===== src/rtl/ctrl_pkg.sv =====
// Shared constants and types for the SAP controller-sequencer: opcodes, micro-step
// numbers and the packed control word in hlt..j order.
package ctrl_pkg;

    typedef logic [2:0] step_t;
    typedef logic [3:0] opcode_t;

    localparam opcode_t OP_NOP = 4'h0;
    localparam opcode_t OP_LDA = 4'h1;
    localparam opcode_t OP_ADD = 4'h2;
    localparam opcode_t OP_SUB = 4'h3;
    localparam opcode_t OP_STA = 4'h4;
    localparam opcode_t OP_LDI = 4'h5;
    localparam opcode_t OP_JMP = 4'h6;
    localparam opcode_t OP_JC  = 4'h7;
    localparam opcode_t OP_JZ  = 4'h8;
    localparam opcode_t OP_OUT = 4'hE;
    localparam opcode_t OP_HLT = 4'hF;

    localparam step_t T0 = 3'd0;
    localparam step_t T1 = 3'd1;
    localparam step_t T2 = 3'd2;
    localparam step_t T3 = 3'd3;
    localparam step_t T4 = 3'd4;
    localparam step_t LAST_STEP = T4;

    typedef struct packed {
        logic hlt;
        logic mi;
        logic ri;
        logic ro;
        logic ii;
        logic io;
        logic ai;
        logic ao;
        logic bi;
        logic eo;
        logic su;
        logic fi;
        logic oi;
        logic ce;
        logic co;
        logic j;
    } ctrl_word_t;

endpackage


===== src/rtl/control_sequencer_if.sv =====
// Bundle between the sequencer and the SAP datapath: instruction/flag inputs,
// the control word strobes and the debug step count.
interface control_sequencer_if;
    import ctrl_pkg::*;

    logic    prog_mode;
    opcode_t opcode;
    logic    carry_flag;
    logic    zero_flag;
    logic    hlt, mi, ri, ro, ii, io, ai, ao, bi, eo, su, fi, oi, ce, co, j;
    step_t   step;

    modport master (
        input  prog_mode, opcode, carry_flag, zero_flag,
        output hlt, mi, ri, ro, ii, io, ai, ao, bi, eo, su, fi, oi, ce, co, j, step
    );

    modport slave (
        output prog_mode, opcode, carry_flag, zero_flag,
        input  hlt, mi, ri, ro, ii, io, ai, ao, bi, eo, su, fi, oi, ce, co, j, step
    );

endinterface


===== src/rtl/ctrl_microcode.sv =====
// Combinational microcode ROM: (step, opcode, flags) -> control word + last_step.
// CTRL_COND_JUMP_EN enables JC/JZ; otherwise they decode as NOP and flags are ignored.
module ctrl_microcode
    import ctrl_pkg::*;
(
    input  step_t      step,
    input  opcode_t    opcode,
    input  logic       carry_flag,
    input  logic       zero_flag,
    output ctrl_word_t cw,
    output logic       last_step
);

`ifndef CTRL_COND_JUMP_EN
    logic unused_flags;
    assign unused_flags = carry_flag | zero_flag;
`endif

    always_comb begin
        cw        = '0;
        last_step = 1'b0;
        case (step)
            T0: begin
                cw.co = 1'b1;
                cw.mi = 1'b1;
            end
            T1: begin
                cw.ro = 1'b1;
                cw.ii = 1'b1;
                cw.ce = 1'b1;
            end
            T2: begin
                // T2 is the earliest possible end; multi-step ops clear the flag
                last_step = 1'b1;
                case (opcode)
                    OP_LDA, OP_ADD, OP_SUB, OP_STA: begin
                        cw.io     = 1'b1;
                        cw.mi     = 1'b1;
                        last_step = 1'b0;
                    end
                    OP_LDI: begin
                        cw.io = 1'b1;
                        cw.ai = 1'b1;
                    end
                    OP_JMP: begin
                        cw.io = 1'b1;
                        cw.j  = 1'b1;
                    end
`ifdef CTRL_COND_JUMP_EN
                    OP_JC: begin
                        cw.io = carry_flag;
                        cw.j  = carry_flag;
                    end
                    OP_JZ: begin
                        cw.io = zero_flag;
                        cw.j  = zero_flag;
                    end
`else
                    OP_JC, OP_JZ: ;
`endif
                    OP_OUT: begin
                        cw.ao = 1'b1;
                        cw.oi = 1'b1;
                    end
                    OP_HLT: cw.hlt = 1'b1;
                    OP_NOP: ;
                    default: ;
                endcase
            end
            T3: begin
                last_step = 1'b1;
                case (opcode)
                    OP_LDA: begin
                        cw.ro = 1'b1;
                        cw.ai = 1'b1;
                    end
                    OP_STA: begin
                        cw.ao = 1'b1;
                        cw.ri = 1'b1;
                    end
                    OP_ADD, OP_SUB: begin
                        cw.ro     = 1'b1;
                        cw.bi     = 1'b1;
                        last_step = 1'b0;
                    end
                    default: ;
                endcase
            end
            T4: begin
                last_step = 1'b1;
                if (opcode == OP_ADD || opcode == OP_SUB) begin
                    cw.eo = 1'b1;
                    cw.ai = 1'b1;
                    cw.fi = 1'b1;
                    cw.su = (opcode == OP_SUB);
                end
            end
            default: last_step = 1'b1;
        endcase
    end

endmodule


===== src/rtl/control_sequencer.sv =====
// SAP controller-sequencer top: step counter, halted latch and output gating
// around ctrl_microcode. Conditional jumps depend on CTRL_COND_JUMP_EN.
module control_sequencer
    import ctrl_pkg::*;
(
    input  logic                clk,
    input  logic                clear,
    control_sequencer_if.master bus
);

    step_t      step_q;
    logic       halted;
    logic       last_step;
    ctrl_word_t decoded;
    ctrl_word_t driven;

    ctrl_microcode u_microcode (
        .step       (step_q),
        .opcode     (bus.opcode),
        .carry_flag (bus.carry_flag),
        .zero_flag  (bus.zero_flag),
        .cw         (decoded),
        .last_step  (last_step)
    );

    // Priority: clear > prog_mode > halted > halt entry > normal stepping
    always_ff @(posedge clk) begin
        if (clear) begin
            step_q <= T0;
            halted <= 1'b0;
        end else if (bus.prog_mode) begin
            step_q <= T0;
        end else if (halted) begin
            step_q <= step_q;
        end else if (decoded.hlt) begin
            halted <= 1'b1;
        end else if (last_step || step_q >= LAST_STEP) begin
            step_q <= T0;
        end else begin
            step_q <= step_q + 3'd1;
        end
    end

    // hlt survives prog_mode while halted, but nothing survives clear
    always_comb begin
        driven = '0;
        if (!(clear || bus.prog_mode || halted)) begin
            driven = decoded;
        end
        driven.hlt = ~clear & (halted | (decoded.hlt & ~bus.prog_mode));
    end

    assign bus.hlt  = driven.hlt;
    assign bus.mi   = driven.mi;
    assign bus.ri   = driven.ri;
    assign bus.ro   = driven.ro;
    assign bus.ii   = driven.ii;
    assign bus.io   = driven.io;
    assign bus.ai   = driven.ai;
    assign bus.ao   = driven.ao;
    assign bus.bi   = driven.bi;
    assign bus.eo   = driven.eo;
    assign bus.su   = driven.su;
    assign bus.fi   = driven.fi;
    assign bus.oi   = driven.oi;
    assign bus.ce   = driven.ce;
    assign bus.co   = driven.co;
    assign bus.j    = driven.j;
    assign bus.step = clear ? T0 : step_q;

endmodule

===== src/flat_wrapper.sv =====
// flat-port wrapper written by rule: the top's interface ports become plain ports
module control_sequencer_flat import ctrl_pkg::*;
  (clk, clear, bus_prog_mode, bus_opcode, bus_carry_flag, bus_zero_flag, bus_hlt, bus_mi, bus_ri, bus_ro, bus_ii, bus_io, bus_ai, bus_ao, bus_bi, bus_eo, bus_su, bus_fi, bus_oi, bus_ce, bus_co, bus_j, bus_step);
  control_sequencer_if bus_i ();
  input  logic clk;
  input  logic clear;
  input wire logic [$bits(bus_i.prog_mode)-1:0] bus_prog_mode;
  input wire logic [$bits(bus_i.opcode)-1:0] bus_opcode;
  input wire logic [$bits(bus_i.carry_flag)-1:0] bus_carry_flag;
  input wire logic [$bits(bus_i.zero_flag)-1:0] bus_zero_flag;
  output wire logic [$bits(bus_i.hlt)-1:0] bus_hlt;
  output wire logic [$bits(bus_i.mi)-1:0] bus_mi;
  output wire logic [$bits(bus_i.ri)-1:0] bus_ri;
  output wire logic [$bits(bus_i.ro)-1:0] bus_ro;
  output wire logic [$bits(bus_i.ii)-1:0] bus_ii;
  output wire logic [$bits(bus_i.io)-1:0] bus_io;
  output wire logic [$bits(bus_i.ai)-1:0] bus_ai;
  output wire logic [$bits(bus_i.ao)-1:0] bus_ao;
  output wire logic [$bits(bus_i.bi)-1:0] bus_bi;
  output wire logic [$bits(bus_i.eo)-1:0] bus_eo;
  output wire logic [$bits(bus_i.su)-1:0] bus_su;
  output wire logic [$bits(bus_i.fi)-1:0] bus_fi;
  output wire logic [$bits(bus_i.oi)-1:0] bus_oi;
  output wire logic [$bits(bus_i.ce)-1:0] bus_ce;
  output wire logic [$bits(bus_i.co)-1:0] bus_co;
  output wire logic [$bits(bus_i.j)-1:0] bus_j;
  output wire logic [$bits(bus_i.step)-1:0] bus_step;
  assign bus_i.prog_mode = bus_prog_mode;
  assign bus_i.opcode = bus_opcode;
  assign bus_i.carry_flag = bus_carry_flag;
  assign bus_i.zero_flag = bus_zero_flag;
  assign bus_hlt = bus_i.hlt;
  assign bus_mi = bus_i.mi;
  assign bus_ri = bus_i.ri;
  assign bus_ro = bus_i.ro;
  assign bus_ii = bus_i.ii;
  assign bus_io = bus_i.io;
  assign bus_ai = bus_i.ai;
  assign bus_ao = bus_i.ao;
  assign bus_bi = bus_i.bi;
  assign bus_eo = bus_i.eo;
  assign bus_su = bus_i.su;
  assign bus_fi = bus_i.fi;
  assign bus_oi = bus_i.oi;
  assign bus_ce = bus_i.ce;
  assign bus_co = bus_i.co;
  assign bus_j = bus_i.j;
  assign bus_step = bus_i.step;
  control_sequencer u_core (.clk(clk), .clear(clear), .bus(bus_i));
endmodule

===== config.mk =====
export PLATFORM = sky130hd
export DESIGN_NAME = control_sequencer_flat
export DESIGN_NICKNAME = d
export VERILOG_FILES = /design/src/rtl/ctrl_pkg.sv /design/src/rtl/control_sequencer_if.sv /design/src/rtl/ctrl_microcode.sv /design/src/rtl/control_sequencer.sv /design/src/flat_wrapper.sv
export SDC_FILE = /design/constraint.sdc
export NUM_CORES = 1
export LEC_CHECK = 0
export ABC_AREA = 1
export BUFFER_PORTS_ARGS = -buffer_cell sky130_fd_sc_hd__buf_4
export CAP_MARGIN = 20
export CORE_AREA = 8 8 45 47
export CTS_CLUSTER_SIZE = 30
export DETAILED_ROUTE_END_ITERATION = 8
export DIE_AREA = 0 0 53 55
export GPL_TIMING_DRIVEN = 0
export PLACE_DENSITY = 0.75
export SYNTH_ARGS = -nofsm -noshare
export SYNTH_HDL_FRONTEND = slang
export SYNTH_SLANG_ARGS = --single-unit

===== constraint.sdc =====
create_clock -name clk -period 3.39 [get_ports clk]
set_input_delay 0.678 -clock clk [delete_from_list [all_inputs] [get_ports clk]]
set_output_delay 0.678 -clock clk [all_outputs]
set_load 0.01 [all_outputs]

==> results.json, run 1 <==
{
  "status": "completed",
  "h-tree-depth": 1,
  "synth_seq_cells": 4,
  "crit_start": "u_core.step_q[0]",
  "antenna_found_initial": 0,
  "cts_root_buf": "clkbuf_4",
  "post_drt_via_cell_ratio": 4.766,
  "fin_setup_tns_ps": 0,
  "core_region_area_um2": 1384,
  "post-synth-top-area-fraction_pct": 14.10,
  "dieArea_um2": 2915,
  "r2r_cells": 9,
  "max_freq_mhz": 416.8,
  "pre_cts_slack_ps": 1029,
  "slowest_delay_ps": 340,
  "pwr_density_cell_nw_per_um2": 205.0,
  "grt_overflow_total": 0,
  "peakVddDrop_mv": 0.1360,
  "dr.pass1.iters": 4,
  "critPathKind": "register to output pin",
  "yosysWarningCount": 0,
  "fin_crit_sh_pct": 70.78,
  "remaining_drc_errors": 0,
  "tightest_slew_ps": 241.9,
  "start_util_pct": 41.05,
  "critical_path.most_common_cell": "inv_1",
  "cts.sinks": 4,
  "postSynthCellCount": 97,
  "cts_buffer_depth": 2,
  "drt_iter0_markers": 4,
  "io_buffers": 25,
  "max_cap_viol_count": 0,
  "async_reset_ff_share_pct": 0,
  "leakagePower_nw": 0.4305,
  "vias": 672,
  "cp_max_fo": 6,
  "post_cts_resized": 0,
  "worstSetupPathDepth": 9,
  "place.gp.congestion": 0.7956,
  "rows": 14,
  "worst-path-buf-inv": 4,
  "cts_buffers": 3,
  "ant_nets": 0,
  "synthTopCellsByArea": "dfxtp_1 14%, nand2_1 14%, ha_1 11%, nor2_1 9.9%, inv_1 9.3%",
  "ctsHoldBuffers": 0,
  "slew_viol_final": 0,
  "areaGrowthSynthToFinish_pct": 40.53,
  "hold_viol": 0,
  "ys_seq_area_share_pct": 14.10,
  "clock_skew_ps": 0.8787,
  "syn_nets": 111,
  "reg2reg_from": "u_core.step_q[0]",
  "drive_gt1_share_pct": 34.40,
  "cp_top_family": "buffers and inverters",
  "grt_pass1_wl_um": 2442,
  "p_total_mw": 0.1636,
  "ys_top_cells_by_count": "21 x nand2_1, 15 x nor2_1, 14 x inv_1, 6 x nand3_1, 5 x ha_1",
  "grt_max_degree": 8,
  "num_antenna_cells": 0,
  "endpoint_kind": "output pin",
  "setup_viol": 0,
  "period_minus_slack_ps": 2399,
  "slew_headroom_pct": 83.73,
  "path_clk_slew_ps": 30,
  "insertion_delay_ps": 230,
  "synth-edff-count": 0,
  "holdCritPathClass": "register to register",
  "routedWlPerCell_um": 10.60,
  "cp_cell_sequence": "inv_1, ha_1, nand2_4, inv_1, nand2_1, nand2_2, inv_2, a211oi_1, buf_4",
  "reg2reg_to": "u_core.step_q[2]",
  "yosysTopAreaCell": "dfxtp_1",
  "grt_pass1_vias": 642,
  "syn_area_um2": 568.0,
  "crit_slowest_cell": "dfxtp_1",
  "fillers": 154,
  "worst_ep_required_time_ps": 2710,
  "die_w_um": 53,
  "avgSynthCellArea_um2": 5.856,
  "startpoint_type": "register",
  "rsz0062_at_grt": "false",
  "dp_hpwl_um": 1303,
  "io_pins": 28,
  "synthFlopType": "dfxtp_1",
  "dieHeight_um": 55,
  "drt-total-wl_um": 1494,
  "synth_cell_types": 22,
  "reg2reg_slack_ps": 1880,
  "synth.most_common_cell": "nand2_1",
  "crit_end": "bus_hlt",
  "cts_tree": "built",
  "grtUsageTotal_pct": 10.71,
  "nets": 141,
  "cp_data_arrival_time_ps": 1720,
  "cts_setup_buffers": 0,
  "layout_setup_ws_ps": 990.5
}
power by group:
group	total, mW	internal, mW	switching (mW)
clock network	0.0561	0.0394	0.0167
logic	0.0563	0.0226	0.0337
registers	0.0512	0.0491	0.00210
cells in the final DEF (no fill, tap or decap):
master / count
buf_4: 27
nand2_1: 21
nor2_1: 15
inv_1: 14
nand3_1: 6
ha_1: 5
inv_2: 4
a211oi_1: 4
dfxtp_1: 4
nor2_2: 3
clkbuf_4: 3
nor2_4: 2
nand4_1: 2
nor3_1: 2
o21ai_0: 2
nand2_2: 2
a31oi_1: 2
a21oi_1: 2
nand2_4: 1
nor4_1: 1
nor3b_1: 1
a21oi_2: 1
o21ai_1: 1
cell type report:
class	instances	area (um2)	area share (%)
Multi-Input combinational cell	73	405.4	50.78
Timing Repair Buffer	25	187.7	23.51
Sequential cell	4	80.08	10.03
Inverter	18	67.56	8.464
Clock buffer	3	22.52	2.821
Tap cell	16	20.02	2.508
Buffer	2	15.01	1.881
flip-flops by register name (all words and copies together) (netlist names):
| signal | count |
|---|---|
| u_core.step_q | 3 |
| u_core.halted | 1 |
tightest hold or removal path, stage by stage (launching register included):
cell and delay, ps:
dfxtp_1 340, nand2_1 100, a21oi_2 50
logic make-up (layout without fill, tap and decap cells):
family | Yosys count | after routing | synth area share (%)
buffers and inverters | 20 | 48 | 14.54
AOI/OAI and AO/OA | 12 | 12 | 13.44
DFF | 4 | 4 | 14.10
adders and majority gates | 5 | 5 | 11.01
and+or+nand+nor | 56 | 56 | 46.92
routing by layer:
| metal | routed length, um | part of all wire, % | global-route usage (%) |
|---|---|---|---|
| met4 | 0 | 0 | 6.466 |
| met5 | 0 | 0 | 0 |
| met2 | 742 | 50 | 18.95 |
| met3 | 170 | 11 | 3.209 |
| met1 | 581 | 39 | 10.94 |
metrics by stage:
stage	hold WS (ps)	std cells	utilization [%]	cell area [um2]
4_1_cts	547.6	141	57.69	798.3
2_1_floorplan	501.5	97	-	568.0
6_report	541.6	141	57.69	798.3
3_5_place_dp	542.8	138	56.06	775.7
3_3_place_gp	531.6	138	56.06	775.7
5_1_grt	568.1	141	57.69	798.3
how the worst min path moves through the flow:
stage / start / endpoint / slack [ps] / depth (start not counted)
3_3_place_gp: u_core.step_q[0] / u_core.step_q[0] / 530 / 2
5_1_grt: u_core.step_q[1] / u_core.step_q[1] / 570 / 2
4_1_cts: u_core.step_q[0] / u_core.step_q[0] / 550 / 2
6_report: u_core.step_q[0] / u_core.step_q[0] / 540 / 2
3_5_place_dp: u_core.step_q[0] / u_core.step_q[0] / 540 / 2
2_1_floorplan: u_core.step_q[0] / u_core.step_q[0] / 500 / 2
Note: power is estimated with default switching activity, not from simulation.
==> run 2: changes to the inputs <==
--- a/config.mk
+++ b/config.mk
@@ -8,12 +8,12 @@
 export ABC_AREA = 1
 export BUFFER_PORTS_ARGS = -buffer_cell sky130_fd_sc_hd__buf_4
 export CAP_MARGIN = 20
-export CORE_AREA = 8 8 45 47
+export CORE_MARGIN = 8
+export CORE_UTILIZATION = 40
 export CTS_CLUSTER_SIZE = 30
 export DETAILED_ROUTE_END_ITERATION = 8
-export DIE_AREA = 0 0 53 55
 export GPL_TIMING_DRIVEN = 0
-export PLACE_DENSITY = 0.75
+export PLACE_DENSITY = 0.74
 export SYNTH_ARGS = -nofsm -noshare
 export SYNTH_HDL_FRONTEND = slang
 export SYNTH_SLANG_ARGS = --single-unit
==> constraint.sdc (replaced) <==
create_clock -name clk -period 2.1 [get_ports clk]
set_input_delay 0.42 -clock clk [delete_from_list [all_inputs] [get_ports clk]]
set_output_delay 0.42 -clock clk [all_outputs]
set_load 0.01 [all_outputs]
==> run 2 against run 1 <==
Effect of this change: total power is 69% higher; first-iteration DRC count is 50% higher; setup slack worse by 890 ps; highest routed layer is now met4.
==> results.json, run 2 (synthesis results as in run 1) <==
{
  "status": "completed",
  "antenna_found_initial": 0,
  "hold_viol": 0,
  "pwr-share-seq_pct": 30.3,
  "crit_slowest_cell": "dfxtp_2",
  "cts_buffers": 3,
  "dieHeight_um": 53.69,
  "placed_cell_area_um2": 774.5,
  "grtUsageMet2_pct": 19.50,
  "slew_headroom_pct": 81.78,
  "top_register": "u_core.step_q",
  "final_cell_mix": "29 x buf_4, 21 x nand2_1, 15 x nor2_1, 13 x inv_1, 6 x nand3_1",
  "layout_commonest_cell": "buf_4",
  "worst-path-buf-inv": 4,
  "dp_hpwl_um": 1348,
  "cp_top_family": "buffers and inverters",
  "combPwrFrac_pct": 35.4,
  "holdCritPathClass": "primary input to register",
  "cp_cell_sequence": "inv_2, ha_2, nand2_4, inv_1, nand2_1, nand2_2, inv_2, a211oi_2, buf_4",
  "final_util_pct": 62.49,
  "io_buffers": 25,
  "p_switching_mw": 0.09135,
  "critPathKind": "register to output pin",
  "cp_max_fo": 6,
  "internal_power_mw": 0.1846,
  "remaining_drc_errors": 0,
  "grt_max_degree": 8,
  "cts_tree": "built",
  "start_util_pct": 43.11,
  "drt-total-wl_um": 1575,
  "grt-busiest-layer": "met2",
  "peakVddDrop_mv": 0.2173,
  "path_clk_slew_ps": 40,
  "slowest_delay_ps": 340,
  "largest_registers": "u_core.step_q: 3 flops, u_core.halted: 1 flops",
  "grt_pass1_vias": 640,
  "cts.sinks": 4,
  "cp_data_arrival_time_ps": 1580,
  "ctsHoldBuffers": 0,
  "dieArea_um2": 2882,
  "core_region_area_um2": 1318,
  "fin_setup_tns_ps": 0,
  "setup_viol": 0,
  "cts_root_buf": "clkbuf_4",
  "ant_nets": 0,
  "nets": 143,
  "grt_pass1_wl_um": 2497,
  "clock_skew_ps": 1.230,
  "critical_path.most_common_cell": "inv_2",
  "rows": 13,
  "use_met3_pct": 2.204,
  "slew_viol_final": 0,
  "worst_ep_required_time_ps": 1680,
  "die_w_um": 53.69,
  "max_cap_viol_count": 0,
  "tightest_slew_ps": 270.8,
  "routedWlPerCell_um": 11.09,
  "p_total_mw": 0.2760,
  "stdcell_area_um2": 823.3,
  "period_minus_slack_ps": 2004,
  "clockPowerShare_pct": 34.3,
  "max_freq_mhz": 498.9,
  "switching_share_pct": 33.10,
  "endpoint_kind": "output pin",
  "post_drt_via_cell_ratio": 4.838,
  "num_antenna_cells": 0,
  "grtUsageTotal_pct": 11.05,
  "place.gp.congestion": 0.7704,
  "drt_iter0_markers": 6,
  "leakagePower_nw": 0.4372,
  "h-tree-depth": 1,
  "startpoint_type": "register",
  "vias": 687,
  "pwr_density_cell_nw_per_um2": 335.2,
  "largest_reg_flops": 3,
  "dr.pass1.iters": 3,
  "use_met1_pct": 11.92,
  "grt_overflow_total": 0,
  "cts_buffer_depth": 2,
  "io_pins": 28,
  "areaGrowthSynthToFinish_pct": 44.93,
  "drive_gt1_share_pct": 39.37,
  "fin_crit_sh_pct": 95.45,
  "insertion_delay_ps": 240
}
run 2: cell count changes in the layout (fill, tap and decap cells not counted), sizes merged:
cell / delta
buf: +2
run 2: path summary, 6_finish.rpt:
check | from | to | slack, ps | cells after the start
setup / recovery | u_core.step_q[0] | bus_hlt | 100 | 9
hold / removal | bus_prog_mode | u_core.halted | 400 | 2
hold reg to reg | u_core.step_q[0] | u_core.step_q[0] | 520 | 2
setup reg to reg | u_core.step_q[0] | u_core.step_q[2] | 710 | 8
run 2: layout make-up:
class                           instances  area (um2)
Tap cell                               15       18.77
Multi-Input combinational cell         73       415.4
Buffer                                  2       15.01
Sequential cell                         4       81.33
Clock buffer                            3       22.52
Fill cell                             137       494.2
Timing Repair Buffer                   27       202.7
Inverter                               18       67.56
run 2: per-layer routing:
layer	wire, um	part of all wire, %	vias up
li1	-	-	368
met5	0	0	-
met1	649	41	297
met3	98	6.2	3
met4	27	1.7	0
met2	799	51	19
run 2: worst reg2reg max path, stage by stage, from the launching register on:
cell,delay (ps)
dfxtp_2,370
ha_1,190
ha_2,230
nor2_1,50
nand3_1,70
nand3_1,100
nor2_4,110
nand2_1,50
a21oi_1,130
run 2: per-stage QoR:
| step | instances | setup slack [ps] | hold slack [ps] |
|---|---|---|---|
| floorplan | 97 | 349.2 | 498.5 |
| global placement | 137 | 222.8 | 525.6 |
| detailed placement | 137 | 195.5 | 548.2 |
| CTS | 142 | 20.34 | 385.9 |
| global route | 142 | -21.47 | 399.0 |
| finish | 142 | 95.61 | 398.9 |
run 2: what timing repair did:
item | 4_1_cts | 5_1_grt
buffers inserted | 2 | 0
resized for setup | 2 | 3
setup endpoints to repair | 1 | 4
run 2: power by group through the flow:
stage / Clock, mW / Sequential (mW) / Combinational, mW
final: 0.0948 / 0.0836 / 0.0976
after detailed placement: 0 / 0.0839 / 0.0918
after floorplan: 0 / 0.0829 / 0.0582
after global routing: 0.106 / 0.0839 / 0.109
after global placement: 0 / 0.0836 / 0.0898
after CTS: 0.0979 / 0.0831 / 0.0970
==> run 3: changes to the inputs <==
--- a/config.mk
+++ b/config.mk
@@ -6,14 +6,12 @@
 export NUM_CORES = 1
 export LEC_CHECK = 0
 export ABC_AREA = 1
-export BUFFER_PORTS_ARGS = -buffer_cell sky130_fd_sc_hd__buf_4
-export CAP_MARGIN = 20
-export CORE_MARGIN = 8
-export CORE_UTILIZATION = 40
+export CORE_AREA = 8 8 45 47
 export CTS_CLUSTER_SIZE = 30
 export DETAILED_ROUTE_END_ITERATION = 8
+export DIE_AREA = 0 0 53 55
+export DONT_BUFFER_PORTS = 1
 export GPL_TIMING_DRIVEN = 0
-export PLACE_DENSITY = 0.74
 export SYNTH_ARGS = -nofsm -noshare
 export SYNTH_HDL_FRONTEND = slang
 export SYNTH_SLANG_ARGS = --single-unit
==> run 3 against run 2 <==
Effect of this change: fmax down 2.5%; critical path depth down 1; utilization down 17 points; die area up 1.1%; global-route usage down 1.5 points; register-to-register slack worse by 110 ps; first-iteration DRC count down 33%; largest cell class unchanged.
==> results.json, run 3 (synthesis results as in run 1) <==
{
  "startpoint_type": "register",
  "hp-start": "clear",
  "crit_slowest_cell": "dfxtp_1",
  "r2r_cells": 9,
  "internal_power_mw": 0.1663,
  "cp_top_family": "buffers and inverters",
  "worst_ep_required_time_ps": 1680,
  "drive_gt1_share_pct": 22.00,
  "cp_max_fo": 6,
  "reg2reg_from": "u_core.step_q[0]",
  "cts_buffer_depth": 2,
  "top_register": "u_core.step_q",
  "h-tree-depth": 1,
  "drt-total-wl_um": 1373,
  "period_minus_slack_ps": 2056,
  "final_cell_mix": "21 x nand2_1, 14 x inv_1, 14 x nor2_1, 6 x nand3_1, 5 x ha_1",
  "cp_cell_sequence": "inv_1, ha_1, nand2_4, inv_1, nand2_1, nand2_2, inv_2, a211oi_2",
  "cts_root_buf": "clkbuf_4",
  "slowest_delay_ps": 340,
  "remaining_drc_errors": 0,
  "vias": 580,
  "fin_cells": 116,
  "critPathKind": "register to output pin",
  "hold_path_depth": 1,
  "grt_max_degree": 8,
  "io_buffers": 0,
  "grt_pass1_vias": 560,
  "max_cap_viol_count": 0,
  "routedWlPerCell_um": 11.84,
  "largest_registers": "u_core.step_q: 3 flops, u_core.halted: 1 flops",
  "core_region_area_um2": 1384,
  "dr.pass1.iters": 2,
  "critical_path.most_common_cell": "inv_1",
  "antenna_found_initial": 0,
  "reg2reg_slack_ps": 600,
  "cp_data_arrival_time_ps": 1640,
  "switching_share_pct": 31.92,
  "num_antenna_cells": 0,
  "ant_nets": 0,
  "place_inst": 113,
  "holdCritPathClass": "primary input to register",
  "slew_viol_final": 0,
  "grtUsageTotal_pct": 9.573,
  "nets": 116,
  "whs_ps": 270.4,
  "grt_overflow_total": 0,
  "cts_buffers": 3,
  "largest_reg_flops": 3,
  "pwr_density_cell_nw_per_um2": 388.9,
  "path_clk_slew_ps": 30,
  "p_switching_mw": 0.07797,
  "layout_commonest_cell": "nand2_1",
  "drt_iter0_markers": 4,
  "peakVddDrop_mv": 0.2863,
  "fillers": 154,
  "cts_tree": "built",
  "hold_viol": 0,
  "leakagePower_nw": 0.2998,
  "die_w_um": 53,
  "place.gp.congestion": 0.8444,
  "max_freq_mhz": 486.5,
  "placed_cell_area_um2": 588.1,
  "rsz0062_at_grt": "true",
  "reg2reg_to": "u_core.step_q[2]",
  "clockPowerShare_pct": 37.2,
  "dieArea_um2": 2915,
  "insertion_delay_ps": 230,
  "dp_hpwl_um": 1174,
  "stdcell_area_um2": 628.1,
  "dieHeight_um": 55,
  "grt_pass1_wl_um": 2145,
  "rows": 14,
  "tightest_slew_ps": 512.5,
  "io_pins": 28,
  "min_to": "u_core.halted",
  "cts.sinks": 4,
  "setup_viol": 0,
  "slew_headroom_pct": 65.52,
  "cts_setup_buffers": 0,
  "fin_crit_sh_pct": 97.89,
  "combPwrFrac_pct": 28.9,
  "endpoint_kind": "output pin",
  "pwr-share-seq_pct": 33.8,
  "status": "completed",
  "areaGrowthSynthToFinish_pct": 10.57,
  "post_drt_via_cell_ratio": 5.000,
  "start_util_pct": 41.05,
  "clock_skew_ps": 0.4441,
  "worst-path-buf-inv": 3
}
-- run 3: routing by layer --
metal / vias to the layer above / global-route usage (%) / wire length (um)
met2: 14 / 17.97 / 698
li1: 315 / - / -
met5: - / 0 / 0
met4: 0 / 6.466 / 0
met3: 0 / 2.941 / 143
met1: 251 / 8.689 / 531
-- run 3: how the worst max path moves through the flow --
stage	start	end	slack [ps]	cells past startpoint
2_1_floorplan	u_core.step_q[0]	bus_hlt	350	8
3_3_place_gp	u_core.step_q[0]	bus_hlt	180	8
3_5_place_dp	u_core.step_q[0]	bus_hlt	170	8
4_1_cts	u_core.step_q[0]	bus_mi	20	6
5_1_grt	u_core.step_q[0]	bus_hlt	-80	8
6_report	u_core.step_q[0]	bus_hlt	40	8
-- run 3: layout make-up --
type	count	area [um2]	share of cell area, %
Tap cell	16	20.02	3.187
Inverter	18	67.56	10.76
Sequential cell	4	80.08	12.75
Multi-Input combinational cell	73	422.9	67.33
Clock buffer	3	22.52	3.586
Buffer	2	15.01	2.390
-- run 3: repair_timing --
item                       CTS  global route
gates cloned                 0             0
hold buffers                 0             0
gates resized for setup      1             4
setup endpoints to repair    1             7
-- run 3: power groups by stage --
stage	clock [mW]	combinational [mW]	sequential, mW
final	0.0910	0.0707	0.0827
after detailed placement	0	0.0691	0.0839
after CTS	0.0973	0.0693	0.0827
after floorplan	0	0.0582	0.0829
after global placement	0	0.0682	0.0838
after global routing	0.0998	0.0811	0.0834
-- run 3: worst register-to-register path, stage by stage, from the launching register on --
cell and delay (ps):
dfxtp_1 400, inv_1 140, ha_1 260, nand2_4 110, inv_1 80, nand2_1 90, nand2_2 60, inv_2 100
o21ai_0 80, a21oi_1 110
-- run 3: through the flow --
| stage | utilization (%) | total power, mW | worst slack (ps) | TNS, ps |
|---|---|---|---|---|
| final | 45.39 | 0.2443 | 44.32 | 0 |
| after global routing | 45.39 | 0.2643 | -81.77 | -156.4 |
| after CTS | 44.48 | 0.2493 | 24.02 | 0 |
| after detailed placement | 42.50 | 0.1530 | 167.4 | 0 |
| after global placement | 42.50 | 0.1520 | 184.5 | 0 |
| after floorplan | - | 0.1411 | 349.2 | 0 |
